===== src/rtl/regblock_pkg.sv =====
// regblock_pkg: shared types and instruction field positions for the regblock sequencer.
`default_nettype none
package regblock_pkg;

  typedef enum logic [1:0] {
    S_IDLE = 2'd0,
    S_EXEC = 2'd1,
    S_WB   = 2'd2
  } state_t;

  localparam int OPSEL_MSB  = 31;
  localparam int OPSEL_LSB  = 28;
  localparam int IMMSEL_BIT = 27;
  localparam int RD_MSB     = 26;
  localparam int RD_LSB     = 21;
  localparam int RS_MSB     = 20;
  localparam int RS_LSB     = 15;
  localparam int RT_MSB     = 14;
  localparam int RT_LSB     = 9;
  localparam int IMM_MSB    = 14;

  typedef struct packed {
    logic [3:0]  opsel;
    logic        imm_sel;
    logic [5:0]  rd;
    logic [5:0]  rs;
    logic [14:0] low15;
  } instr_t;

endpackage
`default_nettype wire


===== src/rtl/regblock_seq_decode.sv =====
// regblock_seq_decode: combinational field extraction from a latched instruction word.
`default_nettype none
module regblock_seq_decode
  import regblock_pkg::*;
(
  input  instr_t      iw,
  output logic [5:0]  rs,
  output logic [5:0]  rt,
  output logic [5:0]  rd,
  output logic        mux_sel,
  output logic [14:0] imm_in,
  output logic [3:0]  alu_opsel
);

  logic [31:0] w;
  assign w = iw;

  assign alu_opsel = w[OPSEL_MSB:OPSEL_LSB];
  assign mux_sel   = w[IMMSEL_BIT];
  assign rd        = w[RD_MSB:RD_LSB];
  assign rs        = w[RS_MSB:RS_LSB];
  assign imm_in    = w[IMM_MSB:0];
  // The rt bits overlap the immediate, so they are suppressed in immediate mode.
  assign rt        = w[IMMSEL_BIT] ? 6'd0 : w[RT_MSB:RT_LSB];

endmodule
`default_nettype wire


===== src/rtl/regblock_seq.sv =====
// regblock_seq: IDLE/EXEC/WB sequencer driving the regfile/ALU datapath, with host preload arbitration.
`default_nettype none
module regblock_seq
  import regblock_pkg::*;
#(
  parameter int RWIDTH = 6,
  parameter int DWIDTH = 32,
  parameter int IMM_IN = 15,
  parameter int CNTW   = 16
) (
  input  logic              clk,
  input  logic              rst_n,
  input  logic [31:0]       instr,
  input  logic              instr_valid,
  output logic              instr_ready,
  input  logic [RWIDTH-1:0] host_wa,
  input  logic [DWIDTH-1:0] host_wd,
  input  logic              host_valid,
  output logic              host_ready,
  input  logic [DWIDTH-1:0] alu_result,
  output logic [RWIDTH-1:0] rs,
  output logic [RWIDTH-1:0] rt,
  output logic [RWIDTH-1:0] rd,
  output logic [DWIDTH-1:0] wd,
  output logic              we,
  output logic              mux_sel,
  output logic [IMM_IN-1:0] imm_in,
  output logic [3:0]        alu_opsel,
  output logic [DWIDTH-1:0] result,
  output logic              done,
  output logic [CNTW-1:0]   retired
);

  state_t            state;
  state_t            state_nxt;
  instr_t            instr_q;
  logic [DWIDTH-1:0] result_q;
  logic [CNTW-1:0]   retired_q;

  logic [5:0]  d_rs;
  logic [5:0]  d_rt;
  logic [5:0]  d_rd;
  logic        d_mux;
  logic [14:0] d_imm;
  logic [3:0]  d_op;

  logic in_idle;
  logic accept;

  // Ready/accept are qualified with rst_n so every output reads 0 while reset is held.
  assign in_idle = rst_n && (state == S_IDLE);
  assign accept  = in_idle && !host_valid && instr_valid;

  regblock_seq_decode u_decode (
    .iw        (instr_q),
    .rs        (d_rs),
    .rt        (d_rt),
    .rd        (d_rd),
    .mux_sel   (d_mux),
    .imm_in    (d_imm),
    .alu_opsel (d_op)
  );

  always_ff @(posedge clk or negedge rst_n) begin
    if (!rst_n) begin
      state <= S_IDLE;
    end else begin
      state <= state_nxt;
    end
  end

  always_comb begin
    state_nxt = state;
    case (state)
      S_IDLE:  if (accept) state_nxt = S_EXEC;
      S_EXEC:  state_nxt = S_WB;
      S_WB:    state_nxt = S_IDLE;
      default: state_nxt = S_IDLE;
    endcase
  end

  always_ff @(posedge clk or negedge rst_n) begin
    if (!rst_n) begin
      instr_q   <= '0;
      result_q  <= '0;
      retired_q <= '0;
    end else begin
      if (accept) begin
        instr_q <= instr_t'(instr);
      end
      if (state == S_EXEC) begin
        result_q <= alu_result;
      end
      if (state == S_WB) begin
        retired_q <= retired_q + 1'b1;
      end
    end
  end

  always_comb begin
    instr_ready = in_idle && !host_valid;
    host_ready  = in_idle;
    we          = 1'b0;
    done        = 1'b0;
    rd          = RWIDTH'(d_rd);
    wd          = result_q;
    case (state)
      S_IDLE: begin
        if (in_idle && host_valid) begin
          we = 1'b1;
          rd = host_wa;
          wd = host_wd;
        end
      end
      S_WB: begin
        we   = (d_rd != 6'd0);
        done = 1'b1;
      end
      default: ;
    endcase
  end

  assign rs        = RWIDTH'(d_rs);
  assign rt        = RWIDTH'(d_rt);
  assign mux_sel   = d_mux;
  assign imm_in    = IMM_IN'(d_imm);
  assign alu_opsel = d_op;
  assign result    = result_q;
  assign retired   = retired_q;

endmodule
`default_nettype wire


===== config.mk =====
export PLATFORM = sky130hd
export DESIGN_NAME = regblock_seq
export DESIGN_NICKNAME = d
export VERILOG_FILES = /design/src/rtl/regblock_pkg.sv /design/src/rtl/regblock_seq_decode.sv /design/src/rtl/regblock_seq.sv
export SDC_FILE = /design/constraint.sdc
export NUM_CORES = 1
export LEC_CHECK = 0
export ABC_CLOCK_PERIOD_IN_PS = 3100
export BUFFER_PORTS_ARGS = -buffer_cell sky130_fd_sc_hd__buf_2
export CORE_MARGIN = 2
export CORE_UTILIZATION = 47
export CTS_CLUSTER_DIAMETER = 120
export CTS_CLUSTER_SIZE = 24
export DETAILED_ROUTE_END_ITERATION = 7
export GPL_ROUTABILITY_DRIVEN = 0
export PLACE_DENSITY = 0.86
export REMOVE_ABC_BUFFERS = 1
export SLEW_MARGIN = 20
export SYNTH_ARGS = -nofsm -noshare
export SYNTH_HDL_FRONTEND = slang
export SYNTH_SLANG_ARGS = --single-unit

===== constraint.sdc =====
create_clock -name clk -period 3.1 [get_ports clk]
set_input_delay 0.62 -clock clk [delete_from_list [all_inputs] [get_ports clk]]
set_output_delay 0.62 -clock clk [all_outputs]
set_load 0.01 [all_outputs]

==> impl_metrics.csv, run 1 <==
group,metric,value,unit
run_status,status,"complete, no violations",
logic_synthesis,ys_dominant_reg_cell,"dfrtp_1",
detailed_routing,vias,2888,
layout,num_antenna_cells,0,
critical_path,arrival,2000,ps
critical_path,endpoint_kind,"output pin",
logic_synthesis,seq_area_frac_synth,54.1,%
critical_path,worstPathCellList,"nor3b_2, and2_1, buf_12, mux2_2, buf_2",
logic_synthesis,yosysUniqueCellTypes,26,
clock_network,cts_setup_buffers,0,
critical_path,slowest_delay,430,ps
detailed_routing,vias_per_cell,4.90,
worst_hold_path,hp-class,"in2async",
logic_synthesis,synth_top_area_cell,"dfrtp_1",
placement,portBuffers,227,
logic_synthesis,synth_simple_gate_area_share,5.97,%
power_and_ir_drop,powerDensity,629,mW/mm²
timing,finalMaxSlewViolations,0,
clock_network,clk_latency,340,ps
clock_network,cts_buffers,9,
timing,skew,8.33,ps
critical_path,startpoint_type,"flip-flop",
critical_path,cp_max_fo,38,
detailed_routing,antenna_left,0,
logic_synthesis,netlist.area_leader.share,54.1,%
timing,finalCritPeriodShare,84.6,%
logic_synthesis,synth_edf_count,0,
timing,setup_violations,0,
layout,seq_area,0.00205,mm²
power_and_ir_drop,p_total,0.00327,W
logic_synthesis,synth_cells,254,
detailed_routing,routedWlPerCell,16.2,µm
timing,final_hold_viol_count,0,
global_route,antenna_found_initial,0,
clock_network,clock_tree.buffer_depth,2,
layout,multi_input_area,0.00165,mm²
detailed_routing,firstDrtPassIters,4,
critical_path,regToRegSetupSlack,1340,ps
timing,fin_tns_setup,0,ps
logic_synthesis,synth_area,0.00379,mm²
global_route,grt_use_total,21.8,%
critical_path,critPathKind,"reg2out",
global_route,grt_pass1_wl,14.6,mm
layout,drive_gt1_share,72.3,%
logic_synthesis,synth_top_family_by_area,"multiplexers",
logic_synthesis,synthAdderAreaFrac,0.330,%
logic_synthesis,synth_commonest_cells,"82 x dfrtp_1, 74 x mux2_2, 29 x mux2_4",
timing,max_slew_margin,52.0,%
critical_path,slowest_stage,"dfrtp_1",
clock_network,hold_buffers,0,
layout,layout.nets,589,
timing,finalCriticalPeriod,2620,ps
global_route,grt_overflow_total,0,
detailed_routing,drc,0,
power_and_ir_drop,vdd_ir_drop_max,0.000414,V
floorplan,io_pins,228,
clock_network,cts_max_level,3,
logic_synthesis,synth_xor_area_share,3.46,%
flow_run,cap_viol_max_count,0,
clock_network,cts_num_sinks,82,
power_and_ir_drop,p_leak,2.77,nW
logic_synthesis,synth_compound_area_share,0.198,%
global_route,grt_max_degree,83,
critical_path,critPathRequiredTime,2480,ps
placement,post-dp-hpwl,7.35,mm
floorplan,fp.dieArea,0.00881,mm²
timing,rsz0062_at_grt,"no",
detailed_routing,drt_iter0_drc,57,
logic_synthesis,ys_seq_elements,82,
logic_synthesis,synth.most_common_cell,"dfrtp_1",
clock_network,path_clk_slew,80,ps
layout,fillCellCount,601,
floorplan,rows,32,
floorplan,die_width,93.8,µm
floorplan,die_h,93.8,µm
logic_synthesis,synth_warnings,0,
timing,worst_pin_slew,720,ps
floorplan,start_util,48.8,%
detailed_routing,drt_wl_total,9.54,mm
global_route,grt_pass1_vias,2892,
timing,whs,412,ps
layout,area_delta_synth_final,36.9,%
clock_network,clock-root-buffer,"clkbuf_8",
clock_network,cts_tree,"yes",
logic_synthesis,async_reset_ff_share,100,%
logic_synthesis,synthTopCellsByArea,"dfrtp_1 54%, mux2_2 22%, mux2_4 11%, xnor2_1 2.8%, nor2b_1 1.3%",
floorplan,core_area,0.00777,mm²
clock_network,cts_resized,0,
timing,fmax,381,MHz
logic_synthesis,synthMuxAreaShare,33.4,%
logic_synthesis,synth_area_per_cell,14.9,µm²
-- metal layers --
metal / vias up / routed length (µm) / GRT usage (%)
li1: 1346 / - / -
met2: 114 / 4860 / 37.6
met3: 6 / 593 / 5.70
met1: 1422 / 4000 / 27.2
met5: - / 0 / 0
met4: 0 / 91 / 5.80
-- stage by stage --
stage               cell area (µm²)  instances  utilization (%)  setup slack, ps
global placement               5010        573             64.4              640
CTS                            5190        589             66.8              468
floorplan                      3700        241                -              156
detailed placement             5010        573             64.4              588
global route                   5190        589             66.9              335
finish                         5190        589             66.9              477
-- path summary, 6_finish.rpt --
kind                                              start                       to  cells past startpoint
worst max-delay path               state[1]$_DFFE_PN0P_                   wd[29]                      5
worst min-delay path                              rst_n   result[21]$_DFFE_PN0N_                      2
worst max register to register     state[1]$_DFFE_PN0P_   instr_q[7]$_DFFE_PN0P_                      4
worst min register to register  retired[14]$_DFFE_PN0P_  retired[14]$_DFFE_PN0P_                      1
max in group asynchronous                         rst_n  instr_q[11]$_DFFE_PN0P_                      2
min in group clk                retired[14]$_DFFE_PN0P_  retired[14]$_DFFE_PN0P_                      1
-- where the power goes --
group / total, W / internal, W / switching, W
Combinational: 0.00106 / 0.000592 / 0.000470
Clock: 0.000733 / 0.000367 / 0.000366
Sequential: 0.00147 / 0.00129 / 0.000185
-- cells by family (layout without fill, tap and decap cells) --
family | count (synthesis) | count (layout)
buffers and inverters | 14 | 247
AO/OA/AOI/OAI | 1 | 1
AND/OR/NAND/NOR | 38 | 38
XOR/XNOR | 15 | 15
flip-flops | 82 | 82
adder cells (fa/ha/maj) | 1 | 1
multiplexers | 103 | 103
-- critical path, delay by kind of cell (launching register included) --
family                 cells  cell delay (ps)
buffers and inverters      2              370
muxes                      1              390
and+or+nand+nor            2              450
DFF                        1              430
-- layout make-up --
cell class,count,share of cell area (%)
timing repair buffer,230,22.7
sequential,82,39.5
tap,102,2.46
clock buffer,10,2.46
clock inverter,6,1.11
inverter,1,0.0723
multi-input combinational,158,31.7
-- flip-flops by register name, indices dropped and copies added (netlist names) --
name	count
instr_q	32
result	32
retired	16
state	2
-- cells in the final DEF (no fill, tap or decap), types with 4 or more instances in the layout --
master and n:
clkinv_2 4, buf_2 226, and3_1 5, mux2_4 29
nor2b_1 7, nand2_1 5, nand3_1 9, mux2_2 74
clkbuf_8 9, dfrtp_1 82, xnor2_1 12
Note: power is estimated with default switching activity, not from simulation.
==> run 2: changes to the inputs <==
--- a/config.mk
+++ b/config.mk
@@ -5,15 +5,15 @@
 export SDC_FILE = /design/constraint.sdc
 export NUM_CORES = 1
 export LEC_CHECK = 0
-export ABC_CLOCK_PERIOD_IN_PS = 3100
+export ABC_CLOCK_PERIOD_IN_PS = 2150
 export BUFFER_PORTS_ARGS = -buffer_cell sky130_fd_sc_hd__buf_2
 export CORE_MARGIN = 2
-export CORE_UTILIZATION = 47
+export CORE_UTILIZATION = 39
 export CTS_CLUSTER_DIAMETER = 120
 export CTS_CLUSTER_SIZE = 24
 export DETAILED_ROUTE_END_ITERATION = 7
 export GPL_ROUTABILITY_DRIVEN = 0
-export PLACE_DENSITY = 0.86
+export PLACE_DENSITY = 0.76
 export REMOVE_ABC_BUFFERS = 1
 export SLEW_MARGIN = 20
 export SYNTH_ARGS = -nofsm -noshare
==> constraint.sdc (replaced) <==
create_clock -name clk -period 2.15 [get_ports clk]
set_input_delay 0.43 -clock clk [delete_from_list [all_inputs] [get_ports clk]]
set_output_delay 0.43 -clock clk [all_outputs]
set_load 0.01 [all_outputs]
==> run 2 against run 1 <==
Against the previous run:
- the run now ends with negative setup slack left
- cell count up 6.5%
- wire length up 1.3%
- die area up 20%
- global-route usage down 4.3 points
- clock power up 41%
- first-iteration DRC count down 25%
- clock skew up 0.65 ps
- largest cell class unchanged
==> impl_metrics.csv, run 2 (synthesis results as in run 1) <==
group,metric,value,unit
run_status,status,"finished with violations",
run_status,violations,"negative setup slack",
power_and_ir_drop,powerDensity,879,mW/mm²
floorplan,die_h,103,µm
power_and_ir_drop,p_total,0.00490,W
layout,fillCellCount,785,
clock_network,path_clk_slew,90,ps
flow_run,cap_viol_max_count,0,
critical_path,critPathLaunch,"state[0]$_DFFE_PN0P_",
timing,setup_violations,38,
detailed_routing,vias,2967,
clock_network,clock_tree.buffer_depth,2,
critical_path,reg2reg_from,"state[0]$_DFFE_PN0P_",
layout,layout.nets,600,
timing,finalMaxSlewViolations,0,
timing,max_slew_margin,51.9,%
critical_path,worstPathCellList,"nor3b_2, and2_4, buf_12, mux2_2, buf_2",
timing,fmax,430,MHz
placement,post-dp-hpwl,7.06,mm
critical_path,arrival,1890,ps
clock_network,cts_num_sinks,82,
detailed_routing,firstDrtPassIters,3,
critical_path,startpoint_type,"flip-flop",
timing,final_hold_viol_count,0,
timing,worst_pin_slew,721,ps
detailed_routing,drt_wl_total,9.66,mm
clock_network,clock-root-buffer,"clkbuf_8",
floorplan,die_width,103,µm
timing,finalCriticalPeriod,2320,ps
critical_path,critPathRequiredTime,1720,ps
critical_path,slowest_stage,"dfrtp_1",
critical_path,ff2ff_path_depth,9,
timing,finalCritPeriodShare,108,%
power_and_ir_drop,p_leak,2.94,nW
clock_network,cts_tree,"yes",
critical_path,critPathCapture,"wd[19]",
floorplan,start_util,40.7,%
critical_path,slowest_delay,420,ps
detailed_routing,routedWlPerCell,15.4,µm
timing,skew,8.97,ps
detailed_routing,drt_iter0_drc,43,
floorplan,core_area,0.00933,mm²
layout,num_antenna_cells,0,
critical_path,endpoint_kind,"output pin",
timing,worst_slack,-173,ps
floorplan,fp.dieArea,0.0105,mm²
clock_network,cts_max_level,3,
global_route,grt_max_degree,83,
layout,final_area,0.00558,mm²
critical_path,cp_max_fo,15,
critical_path,r2r_end,"instr_q[2]$_DFFE_PN0P_",
detailed_routing,drc,0,
power_and_ir_drop,vdd_ir_drop_max,0.000489,V
critical_path,critPathKind,"reg2out",
critical_path,regToRegSetupSlack,160,ps
global_route,grt_use_total,17.5,%
detailed_routing,antenna_left,0,
global_route,grt_overflow_total,0,
placement,dp_slack,68.1,ps
placement,portBuffers,227,
global_route,grt_pass1_vias,3038,
placement,placedCellCount,604,
global_route,grt_pass1_wl,14.4,mm
clock_network,cts_buffers,9,
layout,mostFrequentLayoutCell,"buf_2",
timing,fin_tns_setup,-5390,ps
clock_network,hold_buffers,0,
floorplan,io_pins,228,
layout,drive_gt1_share,73.3,%
detailed_routing,vias_per_cell,4.73,
timing,rsz0062_at_grt,"yes",
layout,area_delta_synth_final,47.0,%
clock_network,clk_latency,340,ps
worst_hold_path,hp-class,"in2async",
layout,fin_cells,627,
placement,dpl-instance-area,0.00508,mm²
floorplan,rows,35,
global_route,antenna_found_initial,0,
layout,final_cell_mix,"203 x buf_2, 82 x dfrtp_1, 55 x mux2_2",
-- run 2: worst max-delay path: cells and delay by family (launching register included) --
kind                   cells  cell delay, ps
buffers and inverters      2             310
flip-flops                 1             420
multiplexers               1             350
AND/OR/NAND/NOR            2             470
-- run 2: worst min-delay path by stage --
| stage | from | end | slack (ps) |
|---|---|---|---|
| 3_5_place_dp | retired[15]$_DFFE_PN0P_ | retired[15]$_DFFE_PN0P_ | 470 |
| 4_1_cts | instr[14] | instr_q[14]$_DFFE_PN0P_ | 290 |
| 2_1_floorplan | rst_n | instr_q[0]$_DFFE_PN0P_ | 130 |
| 3_3_place_gp | retired[15]$_DFFE_PN0P_ | retired[15]$_DFFE_PN0P_ | 460 |
| 6_report | rst_n | result[27]$_DFFE_PN0N_ | 240 |
| 5_1_grt | instr[14] | instr_q[14]$_DFFE_PN0P_ | 280 |
-- run 2: what timing repair did --
item / 4_1_cts / 5_1_grt
endpoints found under the hold margin: 0 / 0
gates cloned: 1 / 0
pin swaps: 2 / 1
buffers inserted: 5 / 4
setup endpoints to repair: 38 / 60
gates resized for setup: 39 / 7
-- run 2: final cells by class --
| type | instances | area (µm²) | area share (%) |
|---|---|---|---|
| timing repair buffer | 241 | 1440 | 25.8 |
| clock buffer | 10 | 138 | 2.47 |
| clock inverter | 6 | 48.8 | 0.875 |
| tap | 129 | 161 | 2.89 |
| multi-input combinational | 158 | 1730 | 31.1 |
| inverter | 1 | 3.75 | 0.0673 |
| sequential | 82 | 2050 | 36.8 |
-- run 2: metal layers --
layer	GRT usage, %	wire length, µm
met4	7.49	255
met5	0	0
met2	30.0	4970
met1	21.6	3880
met3	3.53	565
-- run 2: report_power, final --
| part | switching [W] | internal [W] | total (W) | leakage (nW) |
|---|---|---|---|---|
| Combinational | 0.000723 | 0.00103 | 0.00176 | 1.85 |
| Sequential | 0.000253 | 0.00186 | 0.00211 | 1.00 |
| Clock | 0.000570 | 0.000461 | 0.00103 | 0.0855 |
| Total | 0.00155 | 0.00335 | 0.00490 | 2.94 |
-- run 2: stage by stage --
step / utilization, % / hold slack (ps)
floorplan: - / 134
global placement: 54.5 / 458
detailed placement: 54.5 / 472
CTS: 59.3 / 285
global route: 59.8 / 284
finish: 59.8 / 235
